`config.mk`:
```
export PLATFORM = sky130hd
export DESIGN_NAME = dma_x_regions
export DESIGN_NICKNAME = d
export VERILOG_FILES = /design/src/rtl/dma_mon_pkg.sv /design/src/rtl/dma_region_match.sv /design/src/rtl/dma_x_regions.sv
export SDC_FILE = /design/constraint.sdc
export NUM_CORES = 1
export LEC_CHECK = 0
export CAP_MARGIN = 20
export CORE_ASPECT_RATIO = 1.1
export CORE_MARGIN = 5
export CORE_UTILIZATION = 39
export DETAILED_ROUTE_END_ITERATION = 16
export PLACE_DENSITY = 0.79
export SETUP_SLACK_MARGIN = 0.02
export SLEW_MARGIN = 5
export SYNTH_ARGS = -nofsm -noshare
export SYNTH_HDL_FRONTEND = slang
export SYNTH_HIERARCHICAL = 1
export SYNTH_SLANG_ARGS = --single-unit
export TNS_END_PERCENT = 10
```
`constraint.sdc`:
```
create_clock -name clk -period 1.95 [get_ports clk]
set_input_delay 0.39 -clock clk [delete_from_list [all_inputs] [get_ports clk]]
set_output_delay 0.39 -clock clk [all_outputs]
set_load 0.05 [all_outputs]
```
`src/rtl/dma_mon_pkg.sv`:
```
// Shared definitions for the DMA-vs-protected-region monitors: FSM encoding,
// default reset-handler address and the region upper-bound helper.
package dma_mon_pkg;

  localparam logic STATE_RUN  = 1'b0;
  localparam logic STATE_KILL = 1'b1;

  typedef enum logic {
    RUN  = STATE_RUN,
    KILL = STATE_KILL
  } dma_state_e;

  localparam logic [15:0] DEFAULT_RESET_HANDLER = 16'h0000;

  // One extra bit so a window ending exactly at the top of the address space
  // does not wrap to zero. Supports address widths up to 32 bits.
  function automatic logic [32:0] region_end(input logic [31:0] base,
                                             input logic [31:0] size);
    return {1'b0, base} + {1'b0, size};
  endfunction

endpackage

```
`src/rtl/dma_region_match.sv`:
```
// Single protected window comparator: flags a DMA beat that lands inside the
// window and is of a kind (any access, or writes only) the window forbids.
module dma_region_match
  import dma_mon_pkg::*;
#(
  parameter int              ADDR_W     = 16,
  parameter logic [ADDR_W-1:0] BASE     = '0,
  parameter logic [ADDR_W-1:0] SIZE     = '0,
  parameter bit              WRITE_ONLY = 1'b0
) (
  input  logic [ADDR_W-1:0] dma_addr,
  input  logic              dma_en,
  input  logic              dma_we,
  output logic              viol
);

  localparam logic [32:0] REGION_END = region_end(32'(BASE), 32'(SIZE));
  localparam bit          ENABLED    = (SIZE != '0);

  logic hit;

  always_comb begin
    hit  = dma_en && ENABLED && (dma_addr >= BASE) && (33'(dma_addr) < REGION_END);
    viol = hit && (!WRITE_ONLY || dma_we);
  end

endmodule

```
`src/rtl/dma_x_regions.sv`:
```
// Multi-region DMA monitor: raises a sticky core reset on any forbidden DMA
// beat and keeps a first-fault log plus a saturating violation count.
module dma_x_regions
  import dma_mon_pkg::*;
#(
  parameter int ADDR_W      = 16,
  parameter int NUM_REGIONS = 2,
  parameter int IDX_W       = 3,
  parameter logic [NUM_REGIONS*ADDR_W-1:0] REGION_BASE = {16'hA000, 16'h6000},
  parameter logic [NUM_REGIONS*ADDR_W-1:0] REGION_SIZE = {16'h1000, 16'h0800},
  parameter logic [NUM_REGIONS-1:0]        WRITE_ONLY  = 2'b00,
  parameter logic [ADDR_W-1:0] RESET_HANDLER = ADDR_W'(DEFAULT_RESET_HANDLER),
  parameter int CNT_W       = 8
) (
  input  logic              clk,
  input  logic              rst,
  input  logic [ADDR_W-1:0] pc,
  input  logic [ADDR_W-1:0] dma_addr,
  input  logic              dma_en,
  input  logic              dma_we,
  output logic              reset,
  output logic              viol_valid,
  output logic [IDX_W-1:0]  viol_region,
  output logic [ADDR_W-1:0] viol_addr,
  output logic [CNT_W-1:0]  viol_count
);

  logic [NUM_REGIONS-1:0] viol;
  logic                   invalid;
  logic [IDX_W-1:0]       first_idx;

  for (genvar g = 0; g < NUM_REGIONS; g++) begin : g_region
    dma_region_match #(
      .ADDR_W    (ADDR_W),
      .BASE      (REGION_BASE[g*ADDR_W +: ADDR_W]),
      .SIZE      (REGION_SIZE[g*ADDR_W +: ADDR_W]),
      .WRITE_ONLY(WRITE_ONLY[g])
    ) u_match (
      .dma_addr(dma_addr),
      .dma_en  (dma_en),
      .dma_we  (dma_we),
      .viol    (viol[g])
    );
  end

  // Scan from the top down so the lowest violating index wins on overlap.
  always_comb begin
    first_idx = '0;
    for (int i = NUM_REGIONS - 1; i >= 0; i--) begin
      if (viol[i]) first_idx = IDX_W'(i);
    end
    invalid = |viol;
  end

  dma_state_e        state_q, state_d;
  logic              reset_q, reset_d;
  logic              valid_q, valid_d;
  logic [IDX_W-1:0]  region_q, region_d;
  logic [ADDR_W-1:0] addr_q, addr_d;
  logic [CNT_W-1:0]  count_q, count_d;

  always_comb begin
    state_d  = state_q;
    valid_d  = valid_q;
    region_d = region_q;
    addr_d   = addr_q;
    count_d  = count_q;
    case (state_q)
      RUN: begin
        if (invalid) begin
          state_d = KILL;
          if (!valid_q) begin
            valid_d  = 1'b1;
            region_d = first_idx;
            addr_d   = dma_addr;
          end
          if (count_q != '1) count_d = count_q + CNT_W'(1);
        end
      end
      KILL: begin
        if ((pc == RESET_HANDLER) && !invalid) state_d = RUN;
      end
      default: state_d = KILL;
    endcase
    reset_d = (state_d == KILL);
  end

  // The log survives the FSM's own reset request; only rst clears it.
  always_ff @(posedge clk or posedge rst) begin
    if (rst) begin
      state_q  <= KILL;
      reset_q  <= 1'b1;
      valid_q  <= 1'b0;
      region_q <= '0;
      addr_q   <= '0;
      count_q  <= '0;
    end else begin
      state_q  <= state_d;
      reset_q  <= reset_d;
      valid_q  <= valid_d;
      region_q <= region_d;
      addr_q   <= addr_d;
      count_q  <= count_d;
    end
  end

  assign reset       = reset_q;
  assign viol_valid  = valid_q;
  assign viol_region = region_q;
  assign viol_addr   = addr_q;
  assign viol_count  = count_q;

endmodule

```
Word level (Yosys, flattened, before mapping)
Cells that the tools add are included.

word-level totals
  bits in registers = 29
  bits in latches = 0
  RAM bits = 0
  bits in read-only memories = 0
  bits of input ports = 36
  output and inout port bits = 29
  word-level logic and storage cells = 29
  memories = 0

cells by class
  add/subtract/negate cells = 1
  multiply operators = 0
  div/mod/pow operators = 0
  order comparisons = 4
  equal/unequal tests = 1
  shift operators = 0
  multiplexer cells = 5
  bitwise operators = 2
  reductions and logical operators = 11

operators by type and width
  operator                                                             number
  greater-or-equal comparator 16 x 15 -> 1 bit, second input constant  1
  greater-or-equal comparator 16 bit, second input constant            1
  logical NOT 16 bit                                                   1
  < comparator 16 x 15 -> 1 bit, second input constant                 1
  < comparator 16 bit, second input constant                           1
  adder 8 x 1 -> 8 bit, second input constant                          1
  inequality test 8 bit, second input constant                         1
  AND reduction 3 bit                                                  2
  logical AND 1 bit                                                    5
  2-to-1 mux 1 bit                                                     4
  inverter 1 bit                                                       2
  case mux 1 bit (2 select lines)                                      1
  AND reduction 2 bit                                                  1
  OR reduction 2 bit                                                   1
  logical NOT 1 bit                                                    1

Depth between registers and ports, before layout
Gate-level depths: netlist of run 1.

  depth in word-level cells = 8
  depth in mapped cells = 6
  mapped depth without buffers = 5

Hierarchy
Netlist of run 1, hierarchy kept.

modules (own cells, without submodules)
  module                                   times used  cells an instance  area an instance (um^2)  seq. area each (um^2)
  dma_x_regions                            1           90                 1,252.5                  676.9
  dma_region_match at g_region[0].u_match  1           2                  18.8                     0.0
  dma_region_match at g_region[1].u_match  1           2                  12.5                     0.0

Least setup slack after synthesis of run 1
No wires, ideal clock.

  path kind = flip-flop to flip-flop
  from = reg count_q[0] (netlist: viol_count[0])
  to = reg count_q[1] (netlist: viol_count[1])
  library setup time = 125 ps
  arrival time = 1,684 ps
  required time = 1,825 ps
  path slack = 142 ps
  cell stages (with the launch flop) = 5
  path buffers = 0
  clock period less this slack = 1,808 ps
  cells stage by stage = dfrtp_1 ha_1 nand4_4 o21ai_2 mux2_2

between the ends
  word-level cells in the longest chain between the ends = 2
  elaborated cells between the ends (all ways) = 3
  those cells by class = add/sub: 1; eq/ne: 1; reduce/logical: 1

ends and longest elaborated chain
  element                                                       RTL line              source
  start: declaration                                            dma_x_regions.sv:60   logic [CNT_W-1:0] count_q, count_d;
  start signal: assignment                                      dma_x_regions.sv:103  count_q <= count_d;
  branches (longest 2 deep; another with adder 8 x 1 -> 8 bit)  n/a

Several ways; the timed one is not identified.
A chain may end at the register's enable or synchronous reset.

Worst setup path after layout of run 1
  from = reg addr_q[9] (netlist: viol_addr[9])
  to = out viol_addr[9]

RTL lines
  element                   RTL line              source
  start: declaration        dma_x_regions.sv:59   logic [ADDR_W-1:0] addr_q, addr_d;
  start signal: assignment  dma_x_regions.sv:102  addr_q <= addr_d;
  end: declaration          dma_x_regions.sv:24   output logic [ADDR_W-1:0] viol_addr,

No word-level cell between the ends.

==> impl_metrics.toml, run 1 <==
[outcome]
run_status = "complete, no violations"

[power_and_ir_drop]
pwr-share-seq_pct = 39.3
swShare_pct = 41.7
p_switching_uw = 815
power_leakage_nw = 0.975
power_mw = 1.96
p_comb_share_pct = 49.2
vdd_drop_max_v = 0.000734
cellPowerDensity_nw_per_um2 = 990
pwr-share-clk_pct = 11.6
intPower_mw = 1.14

[global_route]
gr-total-overflow = 0
grt.busiest_layer = "met2"
grt_pass1_wl_mm = 4.91
use_met2_pct = 24.3
grt_pass1_vias = 1105
antenna_found_initial = 0
grtUsageTotal_pct = 13.3
met1_usage_pct = 15.6
grt_max_degree = 28
use_met3_pct = 3.04

[synthesis]
yosysWarnings = 6
postSynthAreaPerCell_um2 = 13.7
yosysSeqAreaShare_pct = 52.7
async_flop_share_pct = 100
synth-seq-cells = 27
synth-edff-count = 0
ys.flop_type = "dfrtp_1"
syn-cell-area_um2 = 1280
synthCells = 94
netlist-cell-type-count = 33

[setup_path]
crit_chain = "clkdlybuf4s50_1"
cp-start-kind = "flip-flop"
end_kind = "output port"
slowest_delay_ps = 800
cp_data_required_time_ps = 1560
worstPathArrival_ps = 1490
cp.depth = 1
path_delay_family = "buffers and inverters"
crit_buf_inv = 1
rr_worst_depth = 4
critPathSlowestCell = "clkdlybuf4s50_1"
crit_type = "flip-flop to output port"
cp_max_fo = 2

[detailed_routing]
wl_mm = 2.87
wire_per_inst_um = 14.6
dr_total_vias = 966
dr.pass1.iters = 3
drcViolationCount = 0
ant_nets = 0
vias_per_cell = 4.93
drt-initial-drc-count = 16

[timing]
relSlewSlack_pct = 64.8
period_share_pct = 96.3
hold_violations = 0
skew_ps = 1.19
rsz0062_at_grt = "no"
clock.fmax_ghz = 0.533
worst_slew_pin_slew_ps = 526
drv_slew = 0
hold_slack_ps = 417
finalSetupViolCount = 0
layout_min_cycle_time_ps = 1880
fin_setup_tns_ps = 0

[cells_and_area]
area_delta_synth_final_pct = 54.0
fillers = 247
final_cell_mix = "43 x clkdlybuf4s50_1, 26 x dfrtp_1, 14 x buf_4"
nets = 200
utilization_pct = 63.8
multi_input_area_um2 = 559
final_common_cell = "clkdlybuf4s50_1"
diodes = 0
drive_gt1_share_pct = 28.4
seq_area_um2 = 677
final_area_um2 = 1980

[placed_design]
gp_congestion = 0.910
portBuffers = 61
place_area_um2 = 1930
post-dp-hpwl_mm = 2.31

[die]
pin_count = 65
dieArea_um2 = 4540
initial_core_util_pct = 41.4
core-area_um2 = 3100
die_w_um = 64.7
die_y_um = 70.2
rows = 21

[cts]
clock_latency_ps = 310
root_buffer = "clkbuf_4"
path_clk_slew_ps = 130
numCtsBuffers = 3
cts_buffer_depth = 2
cts_sinks = 27
cts_tree = "done"
post_cts_buffers = 0
htree_levels = 1

[hold_path]
hold_path_class = "input port to asynchronous set/reset pin"

[run]
max_cap_viol_count = 0
[cell usage after synthesis, types with 2 or more instances]
cell type / n / area, µm²
a21oi_1: 2 / 10.0
buf_4: 2 / 15.0
dfrtp_1: 26 / 651
inv_1: 2 / 7.51
mux2_2: 10 / 113
mux2_4: 10 / 150
nand2_1: 3 / 11.3
nand2b_1: 2 / 12.5
nand3_1: 2 / 10.0
nand4_1: 3 / 18.8
nand4b_1: 2 / 17.5
nor2_1: 2 / 7.51
nor3_1: 2 / 10.0
nor4_1: 4 / 25.0
o21a_1: 2 / 15.0
xnor2_1: 3 / 26.3
[power groups by stage]
stage | clock network, mW | logic [mW] | registers, mW
finish | 0.227 | 0.962 | 0.768
global route | 0.258 | 1.00 | 0.786
CTS | 0.241 | 0.976 | 0.773
detailed placement | 0 | 0.976 | 0.784
global placement | 0 | 0.966 | 0.777
floorplan | 0 | 0.180 | 1.22
[registers in the layout (all words and copies together) (netlist names)]
register / flops
viol_addr: 16
reset: 1
viol_region: 1
viol_count: 8
viol_valid: 1
[what timing repair did]
| item | in CTS | in global routing |
|---|---|---|
| gates cloned | 0 | 0 |
| hold buffers | 0 | 0 |
| setup endpoints to repair | 1 | 10 |
| resized for setup | 1 | 9 |
[worst reg2reg max path, delay by kind of cell, from the launching register on]
kind,cells,cell delay [ps]
compound gates,1,200
fa+ha+maj,1,290
mux,1,340
simple gates,1,160
flops,1,440
[cell families (layout without fill, tap and decap cells)]
family | count (synthesis) | in the layout | share of synthesized area [%]
buffers and inverters | 6 | 73 | 4.19
other | 1 | 2 | 0.292
adder cells (fa/ha/maj) | 1 | 1 | 0.975
XOR/XNOR | 3 | 3 | 2.05
flip-flops | 27 | 27 | 52.7
AO/OA/AOI/OAI | 11 | 11 | 6.43
AND/OR/NAND/NOR | 25 | 25 | 12.9
multiplexers | 20 | 20 | 20.5
[layout make-up]
type	count	area share, %
well taps	34	2.15
clock buffers	4	1.33
inverters	2	0.380
flip-flops and latches	27	34.2
multi-input cells	62	28.3
repair buffers	67	33.6
[metal layers]
metal	vias up	routed length, µm
li1	477	-
met1	453	1210
met2	34	1440
met3	2	211
met4	0	10
met5	-	0
[stage by stage]
stage | std cells | setup WS [ps]
6_report | 196 | 72.4
5_1_grt | 196 | 20.5
4_1_cts | 196 | 32.8
3_5_place_dp | 192 | -264
3_3_place_gp | 192 | -146
2_1_floorplan | 95 | 142
[path summary, 6_finish.rpt]
kind / slack [ps] / endpoint / start
setup / recovery: 70 / viol_addr[9] / viol_addr[9]$_DFFE_PP0P_
hold reg to reg: 520 / viol_addr[5]$_DFFE_PP0P_ / viol_addr[5]$_DFFE_PP0P_
max in group asynchronous: 1240 / reset$_DFF_PP1_ / rst
min in group clk: 520 / viol_addr[5]$_DFFE_PP0P_ / viol_addr[5]$_DFFE_PP0P_
hold / removal: 420 / viol_count[6]$_DFFE_PP0P_ / rst
setup reg to reg: 410 / viol_count[1]$_DFFE_PP0P_ / viol_count[0]$_DFFE_PP0P_
Power figures use the tool's default switching activity.
==> run 2, diff against run 1 <==
--- a/config.mk
+++ b/config.mk
@@ -9,9 +9,9 @@
 export CORE_ASPECT_RATIO = 1.1
 export CORE_MARGIN = 5
 export CORE_UTILIZATION = 39
+export CTS_CLUSTER_SIZE = 8
 export DETAILED_ROUTE_END_ITERATION = 16
 export PLACE_DENSITY = 0.79
-export SETUP_SLACK_MARGIN = 0.02
 export SLEW_MARGIN = 5
 export SYNTH_ARGS = -nofsm -noshare
 export SYNTH_HDL_FRONTEND = slang
==> run 2 against run 1 <==
Fmax down 0.80%. Combinational power up 0.8%. Cell count unchanged. Count of clock-buffer cells in the layout unchanged. Worst hold slack worse by 1.1 ps.
==> impl_metrics.toml, run 2 (synthesized netlist as in run 1, its figures left out) <==
[outcome]
run_status = "complete, no violations"

[cells_and_area]
final_area_um2 = 1960
largest_reg_flops = 16
nets = 200
final_common_cell = "clkdlybuf4s50_1"
fillers = 250
area_delta_synth_final_pct = 52.9
diodes = 0
drive_gt1_share_pct = 28.4
final_cell_mix = "50 x clkdlybuf4s50_1, 26 x dfrtp_1, 14 x buf_4"
final_cells = 196

[global_route]
met1_usage_pct = 15.6
use_met3_pct = 3.04
grt_max_degree = 28
grtUsageTotal_pct = 13.3
grt_pass1_vias = 1105
gr-total-overflow = 0
grt_pass1_wl_mm = 4.91
antenna_found_initial = 0
grt.busiest_layer = "met2"
use_met2_pct = 24.3

[cts]
clock_latency_ps = 310
cts_tree = "done"
post_cts_buffers = 0
numCtsBuffers = 3
root_buffer = "clkbuf_4"
htree_levels = 1
path_clk_slew_ps = 130
cts_buffer_depth = 2
cts_sinks = 27

[setup_path]
cp_max_fo = 2
path_delay_family = "buffers and inverters"
worstPathArrival_ps = 1500
end_kind = "output port"
cp-start-kind = "flip-flop"
crit_type = "flip-flop to output port"
crit_buf_inv = 1
slowest_delay_ps = 810
regToRegSetupSlack_ps = 410
reg2reg_from = "viol_count[0]$_DFFE_PP0P_"
rr_worst_depth = 4
critPathSlowestCell = "clkdlybuf4s50_1"
crit_chain = "clkdlybuf4s50_1"
cp.depth = 1
cp_data_required_time_ps = 1560
rr_endpoint = "viol_count[1]$_DFFE_PP0P_"

[placed_design]
place_inst = 192
post-dp-hpwl_mm = 2.31
portBuffers = 61
place_area_um2 = 1930
gp_congestion = 0.910

[detailed_routing]
wl_mm = 2.87
drt-initial-drc-count = 17
ant_nets = 0
dr.pass1.iters = 4
wire_per_inst_um = 14.6
drcViolationCount = 0
vias_per_cell = 4.98
dr_total_vias = 976

[run]
max_cap_viol_count = 0

[timing]
worst_slew_pin_slew_ps = 525
layout_min_cycle_time_ps = 1890
hold_slack_ps = 416
period_share_pct = 97.1
clock.fmax_ghz = 0.528
hold_violations = 0
fin_setup_tns_ps = 0
relSlewSlack_pct = 64.9
finalSetupViolCount = 0
skew_ps = 1.20
rsz0062_at_grt = "no"
drv_slew = 0

[die]
die_w_um = 64.7
dieArea_um2 = 4540
rows = 21
core-area_um2 = 3100
die_y_um = 70.2
initial_core_util_pct = 41.4
pin_count = 65

[power_and_ir_drop]
power_leakage_nw = 0.878
swShare_pct = 41.6
p_comb_share_pct = 49.3
vdd_drop_max_v = 0.000736
intPower_mw = 1.15
cellPowerDensity_nw_per_um2 = 1000
pwr-share-seq_pct = 39.1
power_mw = 1.97
pwr-share-clk_pct = 11.6
p_switching_uw = 818

[hold_path]
hold_path_class = "input port to asynchronous set/reset pin"
[run 2: cell type report]
type | instances | area [µm²] | area share (%)
multi-input combinational | 62 | 559 | 28.5
sequential | 27 | 677 | 34.5
inverter | 2 | 7.51 | 0.382
tap | 34 | 42.5 | 2.17
timing repair buffer | 67 | 651 | 33.1
clock buffer | 4 | 26.3 | 1.34
[run 2: metrics by stage]
step | util (%) | setup slack, ps
after CTS | 63.1 | 11.2
after global placement | 62.2 | -146
after floorplan | - | 142
after global routing | 63.3 | 5.39
after detailed placement | 62.2 | -264
final | 63.3 | 57.3
[run 2: what timing repair did]
| item | 4_1_cts | 5_1_grt |
|---|---|---|
| hold buffers | 0 | 0 |
| setup endpoints to repair | 0 | 4 |
| resized for setup | 0 | 3 |
[run 2: how the worst max path moves through the flow]
stage,startpoint,endpoint,slack (ps)
floorplan,viol_count[0]$_DFFE_PP0P_,viol_count[1]$_DFFE_PP0P_,140
global placement,dma_addr[15],viol_count[5]$_DFFE_PP0P_,-150
detailed placement,dma_addr[12],viol_count[5]$_DFFE_PP0P_,-260
CTS,viol_valid$_DFFE_PP0P_,viol_valid,10
global route,viol_addr[13]$_DFFE_PP0P_,viol_addr[13],5
finish,viol_addr[10]$_DFFE_PP0P_,viol_addr[10],60
[run 2: power groups by stage]
stage | clock network [mW] | registers, mW | logic (mW)
after CTS | 0.241 | 0.773 | 0.980
after detailed placement | 0 | 0.784 | 0.976
after global routing | 0.258 | 0.788 | 1.01
final | 0.228 | 0.770 | 0.970
after global placement | 0 | 0.777 | 0.966
after floorplan | 0 | 1.22 | 0.180
[run 2: per-layer routing]
metal | up-vias | wire length [µm]
li1 | 478 | -
met1 | 462 | 1220
met2 | 34 | 1440
met3 | 2 | 198
met4 | 0 | 10
met5 | - | 0
==> run 3, diff against run 2 <==
--- a/config.mk
+++ b/config.mk
@@ -5,10 +5,10 @@
 export SDC_FILE = /design/constraint.sdc
 export NUM_CORES = 1
 export LEC_CHECK = 0
-export CAP_MARGIN = 20
 export CORE_ASPECT_RATIO = 1.1
 export CORE_MARGIN = 5
 export CORE_UTILIZATION = 39
+export CTS_CLUSTER_DIAMETER = 40
 export CTS_CLUSTER_SIZE = 8
 export DETAILED_ROUTE_END_ITERATION = 16
 export PLACE_DENSITY = 0.79
==> results of run 3 <==
The final DEF is identical to that of run 2; final timing and power are the same.
